--- src/rtl/disp_scan6_pkg.sv ---
// Shared constants for the HH:MM:SS scanned display: digit indices,
// active-low 7-segment patterns and counter sizing helpers.
package disp_scan6_pkg;

    localparam logic [2:0] DIG_HH = 3'd5;
    localparam logic [2:0] DIG_HL = 3'd4;
    localparam logic [2:0] DIG_MH = 3'd3;
    localparam logic [2:0] DIG_ML = 3'd2;
    localparam logic [2:0] DIG_SH = 3'd1;
    localparam logic [2:0] DIG_SL = 3'd0;

    // Segment patterns are g..a, active-low.
    localparam logic [6:0] SEG_0     = 7'h40;
    localparam logic [6:0] SEG_1     = 7'h79;
    localparam logic [6:0] SEG_2     = 7'h24;
    localparam logic [6:0] SEG_3     = 7'h30;
    localparam logic [6:0] SEG_4     = 7'h19;
    localparam logic [6:0] SEG_5     = 7'h12;
    localparam logic [6:0] SEG_6     = 7'h02;
    localparam logic [6:0] SEG_7     = 7'h78;
    localparam logic [6:0] SEG_8     = 7'h00;
    localparam logic [6:0] SEG_9     = 7'h10;
    localparam logic [6:0] SEG_BLANK = 7'h7F;

    localparam logic       LIT_LEVEL = 1'b0;
    localparam logic       OFF_LEVEL = 1'b1;
    localparam logic [5:0] AN_NONE   = 6'b111111;

    typedef struct packed {
        logic [3:0] hour_h;
        logic [3:0] hour_l;
        logic [3:0] min_h;
        logic [3:0] min_l;
        logic [3:0] sec_h;
        logic [3:0] sec_l;
    } time_bcd_t;

    // Width able to hold 0..tc, never less than one bit.
    function automatic int cnt_width(input int tc);
        return (tc < 1) ? 1 : $clog2(tc + 1);
    endfunction

    function automatic logic [5:0] an_select(input logic [2:0] idx);
        return AN_NONE ^ (6'b000001 << idx);
    endfunction

endpackage

--- src/rtl/disp_scan6_bcd7seg.sv ---
// Combinational BCD to active-low 7-segment decoder; codes 10-15 decode
// to a blank digit.
module bcd7seg
    import disp_scan6_pkg::*;
(
    input  logic [3:0] i_bcd,
    output logic [6:0] o_seg
);

    always_comb begin
        o_seg = SEG_BLANK;
        case (i_bcd)
            4'd0: o_seg = SEG_0;
            4'd1: o_seg = SEG_1;
            4'd2: o_seg = SEG_2;
            4'd3: o_seg = SEG_3;
            4'd4: o_seg = SEG_4;
            4'd5: o_seg = SEG_5;
            4'd6: o_seg = SEG_6;
            4'd7: o_seg = SEG_7;
            4'd8: o_seg = SEG_8;
            4'd9: o_seg = SEG_9;
            default: o_seg = SEG_BLANK;
        endcase
    end

endmodule

--- src/rtl/disp_scan6.sv ---
// Six-digit HH.MM.SS common-anode display scanner with frame-coherent
// snapshot, per-digit blinking and hours-tens leading-zero blanking.
module disp_scan6
    import disp_scan6_pkg::*;
#(
    parameter int CLK_HZ   = 50000000,
    parameter int SCAN_HZ  = 1000,
    parameter int BLINK_HZ = 2
) (
    input  logic       clk,
    input  logic       clr,
    input  logic [3:0] hour_h,
    input  logic [3:0] hour_l,
    input  logic [3:0] min_h,
    input  logic [3:0] min_l,
    input  logic [3:0] sec_h,
    input  logic [3:0] sec_l,
    input  logic [5:0] blink_mask,
    input  logic       lz_blank,
    output logic [5:0] an,
    output logic [6:0] seg,
    output logic       dp,
    output logic       frame
);

    localparam int DWELL      = CLK_HZ / SCAN_HZ;
    localparam int BLINK_HALF = CLK_HZ / (2 * BLINK_HZ);
    localparam int DW_W       = cnt_width(DWELL - 1);
    localparam int BL_W       = cnt_width(BLINK_HALF - 1);
    localparam logic [DW_W-1:0] DWELL_TC = DW_W'(DWELL - 1);
    localparam logic [BL_W-1:0] BLINK_TC = BL_W'(BLINK_HALF - 1);

    logic [2:0]      r_idx;
    logic [DW_W-1:0] r_dwell;
    logic [BL_W-1:0] r_blink_cnt;
    logic            r_blink_on;
    time_bcd_t       r_snap;
    logic [5:0]      r_an;
    logic [6:0]      r_seg;
    logic            r_dp;
    logic            r_frame;

    logic [3:0]      w_digit;
    logic            w_mask_bit;
    logic            w_lz_hit;
    logic            w_blank;
    logic            w_sep;
    logic [6:0]      w_dec;

    always_comb begin
        w_digit    = 4'd0;
        w_mask_bit = 1'b0;
        case (r_idx)
            DIG_HH: begin w_digit = r_snap.hour_h; w_mask_bit = blink_mask[5]; end
            DIG_HL: begin w_digit = r_snap.hour_l; w_mask_bit = blink_mask[4]; end
            DIG_MH: begin w_digit = r_snap.min_h;  w_mask_bit = blink_mask[3]; end
            DIG_ML: begin w_digit = r_snap.min_l;  w_mask_bit = blink_mask[2]; end
            DIG_SH: begin w_digit = r_snap.sec_h;  w_mask_bit = blink_mask[1]; end
            DIG_SL: begin w_digit = r_snap.sec_l;  w_mask_bit = blink_mask[0]; end
            default: begin w_digit = 4'd0; w_mask_bit = 1'b0; end
        endcase
    end

    // Blanking hides segments and dp only; the anode still fires so dwell stays uniform.
    assign w_lz_hit = (r_idx == DIG_HH) && lz_blank && (r_snap.hour_h == 4'd0);
    assign w_blank  = (w_mask_bit && !r_blink_on) || w_lz_hit;
    assign w_sep    = (r_idx == DIG_HL) || (r_idx == DIG_ML);

    bcd7seg u_dec (
        .i_bcd (w_digit),
        .o_seg (w_dec)
    );

    always_ff @(posedge clk) begin
        if (clr) begin
            r_idx       <= DIG_HH;
            r_dwell     <= '0;
            r_blink_cnt <= '0;
            r_blink_on  <= 1'b1;
            r_snap      <= '0;
            r_an        <= AN_NONE;
            r_seg       <= SEG_BLANK;
            r_dp        <= OFF_LEVEL;
            r_frame     <= 1'b0;
        end else begin
            if (r_dwell == DWELL_TC) begin
                r_dwell <= '0;
                if (r_idx == DIG_SL) begin
                    r_idx  <= DIG_HH;
                    r_snap <= {hour_h, hour_l, min_h, min_l, sec_h, sec_l};
                end else begin
                    r_idx <= r_idx - 3'd1;
                end
            end else begin
                r_dwell <= r_dwell + 1'b1;
            end

            if (r_blink_cnt == BLINK_TC) begin
                r_blink_cnt <= '0;
                r_blink_on  <= !r_blink_on;
            end else begin
                r_blink_cnt <= r_blink_cnt + 1'b1;
            end

            r_an    <= an_select(r_idx);
            r_seg   <= w_blank ? SEG_BLANK : w_dec;
            r_dp    <= (w_sep && !w_blank) ? LIT_LEVEL : OFF_LEVEL;
            r_frame <= (r_idx == DIG_HH) && (r_dwell == '0);
        end
    end

    assign an    = r_an;
    assign seg   = r_seg;
    assign dp    = r_dp;
    assign frame = r_frame;

endmodule

--- config.mk ---
export PLATFORM = sky130hd
export DESIGN_NAME = disp_scan6
export DESIGN_NICKNAME = d
export VERILOG_FILES = /design/src/rtl/disp_scan6_pkg.sv /design/src/rtl/disp_scan6_bcd7seg.sv /design/src/rtl/disp_scan6.sv
export SDC_FILE = /design/constraint.sdc
export NUM_CORES = 1
export LEC_CHECK = 0
export BUFFER_PORTS_ARGS = -buffer_cell sky130_fd_sc_hd__clkbuf_2
export CORE_MARGIN = 2
export CORE_UTILIZATION = 45
export DETAILED_ROUTE_END_ITERATION = 8
export PLACE_DENSITY = 0.61
export SKIP_CTS_REPAIR_TIMING = 1
export SLEW_MARGIN = 20
export SYNTH_ARGS = -nofsm -noshare
export SYNTH_HDL_FRONTEND = slang
export SYNTH_SLANG_ARGS = --single-unit
--- constraint.sdc ---
create_clock -name clk -period 4.4 [get_ports clk]
set_clock_uncertainty 0.2 [all_clocks]
set_input_delay 0.88 -clock clk [delete_from_list [all_inputs] [get_ports clk]]
set_output_delay 0.88 -clock clk [all_outputs]
set_load 0.02 [all_outputs]
==> results.md, run 1 <==
- DR pass1 iterations: 4
- Slew Limit Fails: 0
- Die Wd: 94.5 microns
- Fillers: 808
- Total Nets Final: 509
- Beginning of the critical path: r_dwell[13]
- WL met1: 3.74 mm
- CP required: 4.40 ns
- DP Wirelength: 5.16 mm
- Overflow after GRT: 0
- I/O Buffers: 47
- DRC: 0
- Fin crit share: 0.631
- Cell Int Power: 0.00109 W
- R2R cell count: 5
- DR vias/cell: 5.10
- DP Area: 3940 sq um
- Post-synth EDFFs: 0
- Fin worst setup slack: 1.63 ns
- Leakage Power: 1.55 nW
- Top Layer Used: met4
- CTS tree: done
- Switch Pwr: 0.000299 W
- Worst-skew pair later-pin latency: 0.35 ns
- Antenna violations before repair: 0
- Drt first-iter violations: 110
- Cells after Synth: 431
- Most frequent cells in the layout: dfxtp_1, nand2_1, nor2_1, clkbuf_2, a21oi_1
- Die Y: 94.5 microns
- Slowest-stage cell, CP: nand4_1
- Overall routing resource usage: 0.179
- Hold Path Depth: 2
- DR vias: 2946
- Combinational share of power: 0.038
- Endpoints failing hold: 0
- Starting Density: 0.455
- Die ar.: 8930 sq um
- Hold Crit Class: flop to flop
- CP peak stage delay: 0.87 ns
- Worst Hold End: r_snap[0]
- Htree depth: 3
- Net Count, Synth: 472
- Fmax: 0.360 GHz
- Pin count of the biggest net entering global routing: 36
- First-pass GRT wire length: 12.6 mm
- Routed WL: 7.34 mm
- Clk slew on worst S/H paths: 0.08 ns
- Vias in the first global route: 2760
- Peak supply drop: 155 uV
- Worst-path maximum fanout: 25
- RR Startpoint: r_dwell[13]
- Pre-CTS setup slack: 1.62 ns
- Switching Share: 0.215
- Layout cells sized above 1: 0.154
- Metal2 WL: 3.20 mm
- Outcome: finished clean
- Routed Antenna Nets: 0
- Cell row count: 33
- Synth Cell Area: 3680 sq um
- Total CTS buffers: 9
- Yosys reg bits: 83
- Reg2Reg Setup Slack: 1.63 ns
- Worst R2R End: r_snap[8]
- Worst-Margin Slew: 1.05 ns
- PwrDens: 335 nW/um^2
- Most common cell after layout, fill and taps aside: dfxtp_1
- Crit path time final: 2.77 ns
- Flop pwr share: 0.550
- Post-Syn Area per Cell: 8.55 sq um
- Core box area: 8090 sq um
- Io pins: 48
- P&R area growth vs syn: 12.7%
- Slew HR: 0.300
- Clock share of power: 0.412
- Post-synthesis sequential area ratio: 0.451
- Setup-failing EPs final: 0
- CP Class: flop to flop
- CTS root buffer: clkbuf_8
- Wire length per cell: 12.7 microns
- Clock sinks: 83
- Design area: 4150 sq um
- Max-Cap Viols: 0
- RSZ-0062 raised after global routing: no
- Async SR Flop Fraction: 0
- Sum of negative setup slack: 0 ns
- Synth Flop Type: dfxtp_1
- Crit path cell chain: or4_4 > nor4_4 > nand4_1 > nand2_1 > a21oi_1
- Tot Pwr: 0.00139 W
- Max Buffers Root-to-Sink: 2
- Diodes inserted: 0
- Crit path launch type: flop
- DR WL met3: 266 microns
- HP Start: r_snap[0]
- Layout Utilization: 0.513
- Yosys warns: 0
- CP Capture Type: flop
- WP data arrival: 2.78 ns
- Synth cell types: 46
- GP Congestion: 0.770
## worst max-delay path, delay by kind of cell (launching register included)
kind / cells / cell delay [ns]
AND/OR/NAND/NOR: 4 / 2.00
flip-flops: 1 / 0.34
AO/OA/AOI/OAI: 1 / 0.09
## metal layers
metal,track usage,vias to the layer above
met2,0.270,48
met3,0.0359,14
met1,0.248,1355
li1,-,1529
met5,0,-
met4,0.0833,0
## state kept, by name, indices dropped and copies added (netlist names)
signal and count:
an 6, dp 1, frame 1, r_blink_cnt 24, r_blink_on 1, r_dwell 16, r_idx 3, r_snap 24
seg 7
## synthesized netlist by cell type (3+ instances only)
cell type  instances  area share
o21ai_0            8       0.011
nand4_1            8       0.014
clkbuf_1          11       0.011
a21oi_1           31       0.042
nand2_1           60       0.061
nand3b_1           3      0.0061
and3_1             8       0.014
xor2_1            19       0.045
dfxtp_1           83        0.45
nor3b_1            4      0.0081
nand2b_1           6       0.010
o31ai_1            4      0.0081
nor3_1            12       0.016
mux2i_1            9       0.024
nand3_1           24       0.033
inv_1             18       0.018
xnor2_1           20       0.048
buf_2              5      0.0068
or4_1              3      0.0061
buf_4              3      0.0061
nor2_1            50       0.051
nor4_1             6       0.010
ha_1               8       0.027
## power by group through the flow
| stage | registers (W) | clock network, W | logic [W] |
|---|---|---|---|
| 2_1_floorplan | 0.000788 | 0 | 0.0000260 |
| 3_3_place_gp | 0.000783 | 0 | 0.0000534 |
| 3_5_place_dp | 0.000784 | 0 | 0.0000541 |
| 4_1_cts | 0.000766 | 0.000592 | 0.0000543 |
| 5_1_grt | 0.000767 | 0.000622 | 0.0000612 |
| 6_report | 0.000766 | 0.000573 | 0.0000534 |
## per-stage QoR
step / cells / hold WS (ns)
after floorplan: 431 / 0.229
after global placement: 562 / 0.237
after detailed placement: 562 / 0.245
after CTS: 578 / 0.254
after global routing: 578 / 0.274
final: 578 / 0.250
## worst max path at each step
stage / to / slack, ns
after floorplan: seg[3] / 2.23
after global placement: r_blink_cnt[2] / 1.68
after detailed placement: r_snap[9] / 1.62
after CTS: r_snap[18] / 1.59
after global routing: r_snap[18] / 1.37
final: r_snap[8] / 1.63
## area by class of cell
type,instances,area (sq um),area share
tap,105,131,0.0316
clock buffer,13,169,0.0407
sequential,83,1660,0.400
inverter,18,67.6,0.0163
clock inverter,3,43.8,0.0105
timing repair buffer,47,235,0.0566
multi-input combinational,309,1840,0.444
## cells by family (layout without fill, tap and decap cells)
| family | after synthesis | after routing | synth area share |
|---|---|---|---|
| and+or+nand+nor | 197 | 197 | 0.262 |
| DFF | 83 | 83 | 0.451 |
| AOI/OAI and AO/OA | 55 | 55 | 0.0880 |
| xor gates and xnor gates | 39 | 39 | 0.0927 |
| buffers and inverters | 39 | 81 | 0.0486 |
| muxes | 10 | 10 | 0.0306 |
| adders and majority gates | 8 | 8 | 0.0272 |
(Power assumes the default switching activity.)
==> run 2, diff against run 1 <==
PLACE_DENSITY = 0.63   (was 0.61)
clock period = 2.37 ns   (was 4.4 ns; I/O delays follow)
==> results.md, run 2 (synthesis results as in run 1) <==
- Outcome: finished clean
- Die ar.: 8930 sq um (unchanged)
- Crit path launch type: flop
- Endpoints failing hold: 0 (unchanged)
- CTS root buffer: clkbuf_8
- Crit path time final: 2.17 ns (-0.610 ns)
- Core box area: 8090 sq um (unchanged)
- WP data arrival: 2.25 ns (-0.53 ns)
- Sum of negative setup slack: 0 ns (unchanged)
- CP Class: flop to flop
- P&R area growth vs syn: 16.5%
- Starting Density: 0.455 (unchanged)
- CP Capture Type: flop
- Worst-path maximum fanout: 11 (-56%)
- Setup-failing EPs final: 0 (unchanged)
- Vias in the first global route: 2801 (+1.5%)
- Fin crit share: 0.914 (+0.283)
- Io pins: 48 (unchanged)
- DR pass1 iterations: 4 (unchanged)
- I/O Buffers: 47 (unchanged)
- Hold Path Depth: 3 (+1)
- Worst-skew pair later-pin latency: 0.35 ns (about the same)
- Fin worst setup slack: 0.205 ns (-1.42 ns)
- Hold Crit Class: input pin to flop
- Clock sinks: 83 (unchanged)
- Layout cells sized above 1: 0.181 (+0.0267)
- Slowest-stage cell, CP: dfxtp_2
- Max-Cap Viols: 0 (unchanged)
- Total CTS buffers: 9 (unchanged)
- Most frequent cells in the layout: dfxtp_1, nand2_1, nor2_1, clkbuf_2, a21oi_1
- Reg2Reg Setup Slack: 0.20 ns (-1.42 ns)
- DR vias/cell: 5.11 (+0.19%)
- Slew Limit Fails: 0 (unchanged)
- GP Congestion: 0.783 (+1.7%)
- DR vias: 3018 (+2.4%)
- DP Wirelength: 5.49 mm (+6.5%)
- Fmax: 0.462 GHz (+28%)
- CP peak stage delay: 0.47 ns (-0.40 ns)
- Most common cell after layout, fill and taps aside: dfxtp_1
- Max Buffers Root-to-Sink: 2 (unchanged)
- DRC: 0 (unchanged)
- Largest registers: r_blink_cnt: 24 flops, r_snap: 24 flops, r_dwell: 16 flops
- DP Area: 4060 sq um (+3.1%)
- Clk slew on worst S/H paths: 0.08 ns (about the same)
- Drt first-iter violations: 80 (-27%)
- RR Startpoint: r_idx[1]
- Crit path cell chain: mux2i_1 > o221ai_1 > and2_1 > inv_1 > ha_1 > nor2_1 > o21a_1 > o21ai_0
- CP endpoint: seg[0]
- R2R cell count: 8 (+3)
- Antenna violations before repair: 0 (unchanged)
- Design area: 4290 sq um (+3.4%)
- Wire length per cell: 12.9 microns (+1.3%)
- Slew HR: 0.582 (+0.282)
- Diodes inserted: 0 (unchanged)
- Overall routing resource usage: 0.184 (+0.00485)
- Die Wd: 94.5 microns (unchanged)
- RSZ-0062 raised after global routing: no
- Beginning of the critical path: r_idx[1]
- Worst-Margin Slew: 0.621 ns (-0.425 ns)
- Routed Antenna Nets: 0 (unchanged)
- Cell row count: 33 (unchanged)
- Overflow after GRT: 0 (unchanged)
- Die Y: 94.5 microns (unchanged)
- Routed WL: 7.60 mm (+3.5%)
- Leakage Power: 1.62 nW (+4.7%)
- Htree depth: 3 (unchanged)
- PwrDens: 625 nW/um^2 (+86%)
- Hold Worst Slack: 0.137 ns (-0.112 ns)
- Critical path depth in cells: 8 (+3)
- Worst R2R End: seg[0]
- Peak supply drop: 364 uV (+130%)
- CP bufs+invs: 1 (+1)
- CTS tree: done
- CP required: 2.45 ns (-1.95 ns)
- Cell family with most CP delay: compound AO/OA/AOI/OAI gates
- Pin count of the biggest net entering global routing: 26 (-28%)
- Total Nets Final: 522 (+2.6%)
- First-pass GRT wire length: 12.9 mm (+2.2%)
- Pre-CTS setup slack: 0.0978 ns (-1.52 ns)
[run 2: how the worst min path moves through the flow]
stage                    start    endpoint  slack (ns)
floorplan           r_snap[11]  r_snap[11]        0.23
global placement     r_snap[1]   r_snap[1]        0.24
detailed placement  r_snap[13]  r_snap[13]        0.25
CTS                  hour_l[3]  r_snap[19]        0.12
global route         hour_l[3]  r_snap[19]        0.13
finish                min_l[3]  r_snap[11]        0.14
[run 2: final cells by class]
| cell class | instances | area, sq um |
|---|---|---|
| inverter | 18 | 67.6 |
| clock inverter | 4 | 72.6 |
| tap | 105 | 131 |
| fill | 783 | 3800 |
| timing repair buffer | 60 | 358 |
| clock buffer | 12 | 155 |
| sequential | 83 | 1660 |
| multi-input combinational | 309 | 1840 |
[run 2: tightest hold or removal path: cells and delay by family]
kind	cells	cell delay (ns)
buffers and inverters	1	0.08
AOI/OAI and AO/OA	1	0.05
and+or+nand+nor	1	0.04
[run 2: power by group]
group          internal, W  switching [W]
logic            0.0000496      0.0000591
clock network     0.000650       0.000502
registers          0.00141      0.0000115
[run 2: per-stage QoR]
stage | util | total power, W | std cells
after floorplan | - | 0.00151 | 431
after global placement | 0.502 | 0.00156 | 575
after detailed placement | 0.502 | 0.00156 | 575
after CTS | 0.530 | 0.00271 | 591
after global routing | 0.530 | 0.00278 | 591
final | 0.530 | 0.00268 | 591
[run 2: routing by layer]
metal	track usage	part of all wire	vias up
met5	0	0	-
met4	0.0845	0.023	0
met3	0.0351	0.033	14
met2	0.278	0.44	48
met1	0.255	0.50	1403
li1	-	-	1553
